<file path="src/rtl/sprite_pkg.sv">
// Shared types and table-address helpers for the sprite scheduler slice.
package sprite_pkg;

  localparam int unsigned MAX_SPRITES      = 8;
  localparam int unsigned SPRITE_H_DEFAULT = 8;

  localparam logic Y_OFS = 1'b0;
  localparam logic X_OFS = 1'b1;

  typedef enum logic [1:0] {
    IDLE = 2'd0,
    RD_Y = 2'd1,
    RD_X = 2'd2,
    DONE = 2'd3
  } state_t;

  function automatic logic [3:0] y_addr(input logic [2:0] n);
    return {n, Y_OFS};
  endfunction

  function automatic logic [3:0] x_addr(input logic [2:0] n);
    return {n, X_OFS};
  endfunction

endpackage

</file>
<file path="src/rtl/sprite_attr_ram.sv">
// 16x8 single-port sprite attribute RAM; q is the registered CPU read port,
// rdata is the same-cycle view used by the scanner while it owns the port.
module sprite_attr_ram (
  input  logic       clk,
  input  logic       reset,
  input  logic       we,
  input  logic       re,
  input  logic [3:0] addr,
  input  logic [7:0] wdata,
  output logic [7:0] q,
  output logic [7:0] rdata
);

  logic [7:0] mem [16];

  always_ff @(posedge clk) begin
    if (we) mem[addr] <= wdata;
  end

  always_ff @(posedge clk or posedge reset) begin
    if (reset)   q <= '0;
    else if (re) q <= mem[addr];
  end

  assign rdata = mem[addr];

endmodule

</file>
<file path="src/rtl/sprite_scheduler.sv">
// Per-scanline sprite scheduler: scans the attribute table on each hsync rise
// and loads the lowest-numbered visible sprites into the pixel-engine slots.
module sprite_scheduler
  import sprite_pkg::*;
#(
  parameter int unsigned NUM_SPRITES = 8,
  parameter int unsigned NUM_SLOTS   = 4,
  parameter int unsigned SPRITE_H    = SPRITE_H_DEFAULT
) (
  input  logic                 clk,
  input  logic                 reset,
  input  logic                 cs,
  input  logic                 rw,
  input  logic [3:0]           addr,
  input  logic [7:0]           di,
  output logic [7:0]           dout,
  input  logic [6:0]           vpos,
  input  logic                 hsync,
  input  logic                 vsync,
  output logic                 slot_load,
  output logic [2:0]           slot_idx,
  output logic [2:0]           slot_id,
  output logic [7:0]           slot_x,
  output logic [2:0]           slot_row,
  output logic [NUM_SLOTS-1:0] slot_valid,
  output logic                 overflow,
  output logic                 busy
);

  localparam logic [NUM_SLOTS-1:0] ONE_SLOT = NUM_SLOTS'(1);

  state_t      state;
  logic [7:0]  target;
  logic [2:0]  n;
  logic [3:0]  k;
  logic [2:0]  row;
  logic        hs_cur, hs_prev, vs_cur, vs_prev;
  logic        hs_rise, vs_rise;

  logic [3:0]  scan_addr;
  logic [3:0]  ram_addr;
  logic [7:0]  ram_rdata;
  logic [7:0]  dy;
  logic        visible, last, slots_free;

  assign hs_rise = hs_cur & ~hs_prev;
  assign vs_rise = vs_cur & ~vs_prev;

  // The CPU owns the port whenever cs is high; the scanner is frozen then.
  assign scan_addr = (state == RD_X) ? x_addr(n) : y_addr(n);
  assign ram_addr  = cs ? addr : scan_addr;

  assign dy         = target - ram_rdata;
  assign visible    = dy < 8'(SPRITE_H);
  assign last       = (n == 3'(NUM_SPRITES - 1));
  assign slots_free = k < 4'(NUM_SLOTS);

  sprite_attr_ram u_ram (
    .clk   (clk),
    .reset (reset),
    .we    (cs & rw),
    .re    (cs & ~rw),
    .addr  (ram_addr),
    .wdata (di),
    .q     (dout),
    .rdata (ram_rdata)
  );

  always_ff @(posedge clk or posedge reset) begin
    if (reset) begin
      state      <= IDLE;
      target     <= '0;
      n          <= '0;
      k          <= '0;
      row        <= '0;
      hs_cur     <= 1'b0;
      hs_prev    <= 1'b0;
      vs_cur     <= 1'b0;
      vs_prev    <= 1'b0;
      slot_load  <= 1'b0;
      slot_idx   <= '0;
      slot_id    <= '0;
      slot_x     <= '0;
      slot_row   <= '0;
      slot_valid <= '0;
      overflow   <= 1'b0;
      busy       <= 1'b0;
    end else begin
      hs_cur    <= hsync;
      hs_prev   <= hs_cur;
      vs_cur    <= vsync;
      vs_prev   <= vs_cur;
      slot_load <= 1'b0;

      // Clear precedes the scanner so a same-cycle overflow set wins.
      if (vs_rise) overflow <= 1'b0;

      if (!cs) begin
        unique case (state)
          IDLE: begin
            if (hs_rise) begin
              target     <= {1'b0, vpos} + 8'd1;
              n          <= '0;
              k          <= '0;
              slot_valid <= '0;
              busy       <= 1'b1;
              state      <= RD_Y;
            end
          end
          RD_Y: begin
            if (visible && slots_free) begin
              row   <= dy[2:0];
              state <= RD_X;
            end else begin
              if (visible) overflow <= 1'b1;
              if (last) state <= DONE;
              else      n     <= n + 3'd1;
            end
          end
          RD_X: begin
            slot_load  <= 1'b1;
            slot_idx   <= k[2:0];
            slot_id    <= n;
            slot_x     <= ram_rdata;
            slot_row   <= row;
            slot_valid <= slot_valid | (ONE_SLOT << k);
            k          <= k + 4'd1;
            if (last) begin
              state <= DONE;
            end else begin
              n     <= n + 3'd1;
              state <= RD_Y;
            end
          end
          DONE: begin
            busy  <= 1'b0;
            state <= IDLE;
          end
          default: state <= IDLE;
        endcase
      end
    end
  end

endmodule

</file>
<file path="config.mk">
export PLATFORM = sky130hd
export DESIGN_NAME = sprite_scheduler
export DESIGN_NICKNAME = d
export VERILOG_FILES = /design/src/rtl/sprite_pkg.sv /design/src/rtl/sprite_attr_ram.sv /design/src/rtl/sprite_scheduler.sv
export SDC_FILE = /design/constraint.sdc
export NUM_CORES = 1
export LEC_CHECK = 0
export CORE_ASPECT_RATIO = 1.25
export CORE_UTILIZATION = 35
export CTS_CLUSTER_SIZE = 24
export DETAILED_ROUTE_END_ITERATION = 10
export GPL_TIMING_DRIVEN = 0
export PLACE_DENSITY = 0.57
export SLEW_MARGIN = 20
export SYNTH_ARGS = -nofsm -noshare
export SYNTH_HDL_FRONTEND = slang
export SYNTH_HIERARCHICAL = 1
export SYNTH_SLANG_ARGS = --single-unit
</file>
<file path="constraint.sdc">
create_clock -name clk -period 12.6 [get_ports clk]
set_input_delay 3.15 -clock clk [delete_from_list [all_inputs] [get_ports clk]]
set_output_delay 3.15 -clock clk [all_outputs]
set_load 0.01 [all_outputs]
</file>
==> metrics <==
Worst Setup End Kind=flop; metal2 WL=8360 um; initial drt markers=315; M1 WL=7400 um; fillcell total=2019; GRT Residual Overflow=0; maximum vdd ir drop=0.107 mV; worst r2r dst=row[2]; R2R Setup Slk=7.73 ns; syn nets=541; Syn Area/Cell=16.0 um2; ys flop type=edfxtp_1; placed instance area=8930 um2; Worst Tran Pin Value=0.989 ns; GRT Overall Usage=15.5%; fmax=135 MHz; Max FO, Critical Path=10; routability congestion estimate=0.774; Final Max Tran Viols=0; synthesized instance count=499; root buffer cell=clkbuf_16; final hold viol count=0; worst endpoint data arrival time=7.73 ns; first-pass GRT wire length=26200 um; fin area=9480 um2; post-cts sizing count=0; setup TNS=0 ns; Total Nets Final=616; Place WS=4.73 ns; Clock Skew=0.00995 ns; uppermost routed layer=met4; WL final=16800 um; ys async rst share=30.4%; status=completed; setup bufs post-CTS=0; Core Util, Final=42.4%; I/O Pins=57; worst-case reg-to-reg path depth=17; crit share post-route=58.9%; worst hold slack=0.388 ns; number of flops mapped to enable cells by yosys=128; Reg clk slew, reported paths=0.06 ns; Slew HR=33.4%; Tot Pwr=1.98 mW; hold buffers post-CTS=0; hpwl dp=12000 um; Hold EP=vs_prev; layout cells sized above 1=19.5%; clk_lat worst skew=0.43 ns; WP data required=12.90 ns; max-cap viol count=0; clk buf depth=2; worst min-delay path category=reg -> reg; Antenna Violating Nets Remaining=0; total CTS buffers=17; Final min period=7.43 ns; DR vias=4479; Die X=137 um; Power Dens Cells=209 nW/um2; initial antenna violation count=0; Yosys warnings=6; vias per cell=5.15; Crit Path Class=in -> reg; Yosys cell types=54; sequential area share after synthesis=65.6%; IO Port Bufs=55; Cells after DPL=838; core box area=22400 um2; worst hold path depth=0; Area Growth Syn to Fin=18.5%; Crit Reg-Reg Startpoint=state[0]; wire length per cell=19.4 um; FP Rows=61; Non-Filler Instances=869; largest net degree at the start of global routing=31; number of setup violations in the final report=0; RSZ-0062 raised after global routing=false; #FFs+latches synth=184; metal3 WL=588 um; Pre-antenna DRT Iters=4; Residual DRC=0; type of origin of the critical path=primary input; vias in the first global route=4666; multi-input combinational cell area=2520 um2; DIE AREA=23500 um2; Hold Crit Start=vs_cur; ANT cells=0; leakage power=3.39 nW; Final WS setup=5.17 ns; H-tree levels=4; CTS tree=built; Cell Area, Synth=8000 um2; initial core utilization=35.8%; storage element area=5250 um2; TritonCTS Sinks=184; Die H=171 um
==> placed cells by master (no fill, tap or decap), types with 6 or more instances in the layout <==
cell | synthesis | layout
edfxtp_1 | 128 | 128
dfrtp_1 | 56 | 56
clkdlybuf4s50_1 | 0 | 55
nor2_1 | 46 | 46
nand2_1 | 26 | 26
mux4_2 | 26 | 26
inv_1 | 25 | 24
o21ai_0 | 23 | 23
a21oi_1 | 21 | 21
clkbuf_16 | 0 | 17
ha_1 | 16 | 16
clkbuf_1 | 8 | 10
mux2_2 | 8 | 8
mux2i_4 | 7 | 7
o22ai_2 | 7 | 7
a221oi_2 | 7 | 7
mux2i_1 | 6 | 6
mux4_1 | 6 | 6
==> worst max-delay path: stages <==
cell,delay [ns]
clkbuf_1,0.29
clkbuf_1,0.41
nand2_1,0.09
o21ai_0,0.11
buf_6,0.22
buf_12,0.17
mux4_2,0.56
o22ai_2,0.24
a21oi_2,0.07
ha_1,0.27
fa_1,0.42
or2b_1,0.24
a21oi_1,0.18
mux2i_1,0.20
o211ai_1,0.15
nor3b_4,0.40
nand3b_2,0.20
mux2_4,0.33
==> power by group <==
group / internal, mW / total, mW / switching [mW]
Clock: 0.274 / 0.502 / 0.228
Sequential: 0.734 / 0.795 / 0.0610
Combinational: 0.328 / 0.685 / 0.357
Total: 1.34 / 1.98 / 0.645
==> state kept, by name, indices dropped and copies added, names as in the netlist <==
register,count
state,2
u_ram/q,8
overflow,1
u_ram/mem,128
slot_row,3
vs_prev,1
slot_load,1
slot_valid,4
hs_prev,1
slot_x,8
target,8
k,4
busy,1
hs_cur,1
n,3
vs_cur,1
row,3
slot_id,3
slot_idx,3
==> metal layers <==
metal  up-vias  global-route usage [%]
met5         -                       0
met1      2290                    19.7
li1       2046                       -
met3        23                    3.20
met2       120                    25.8
met4         0                    6.31
==> area by class of cell <==
type | count | area share (%)
buffer | 21 | 1.48
clock buffer | 19 | 4.57
clock inverter | 12 | 1.23
inverter | 25 | 0.990
multi-input combinational | 269 | 26.6
sequential | 184 | 55.4
tap | 283 | 3.74
timing repair buffer | 56 | 6.02
==> synth_stat cells (3+ instances only) <==
cell / number / area, um2
edfxtp_1: 128 / 3840
dfrtp_1: 56 / 1400
nor2_1: 46 / 173
mux4_2: 26 / 586
nand2_1: 26 / 97.6
inv_1: 25 / 93.8
o21ai_0: 23 / 115
a21oi_1: 21 / 105
ha_1: 16 / 200
clkbuf_1: 8 / 30.0
mux2_2: 8 / 90.1
a221oi_2: 7 / 105
mux2i_4: 7 / 158
o22ai_2: 7 / 87.6
mux2i_1: 6 / 60.1
mux4_1: 6 / 158
a21oi_2: 5 / 43.8
buf_2: 5 / 25.0
nand2b_1: 5 / 31.3
xnor2_1: 5 / 43.8
xor2_1: 5 / 43.8
a31oi_1: 4 / 25.0
nand3_1: 4 / 20.0
nor3_1: 4 / 20.0
nand4_1: 3 / 18.8
nor2b_1: 3 / 18.8
o211ai_1: 3 / 22.5
==> worst max path at each step <==
stage,startpoint,to,depth (start not counted)
floorplan,cs,row[2],18
global placement,cs,row[2],18
detailed placement,cs,row[2],18
CTS,cs,row[2],18
global route,cs,row[2],18
finish,cs,row[2],18
==> logic make-up (layout without fill, tap and decap cells) <==
kind of cell,Yosys count,after routing,synth area share (%)
flops,184,184,65.6
simple gates,106,106,6.46
compound gates,81,81,7.70
mux,55,55,13.5
buf+inv,46,133,2.93
fa+ha+maj,17,17,2.75
xor+xnor,10,10,1.10
No activity file was read; power rests on OpenSTA's default activity.
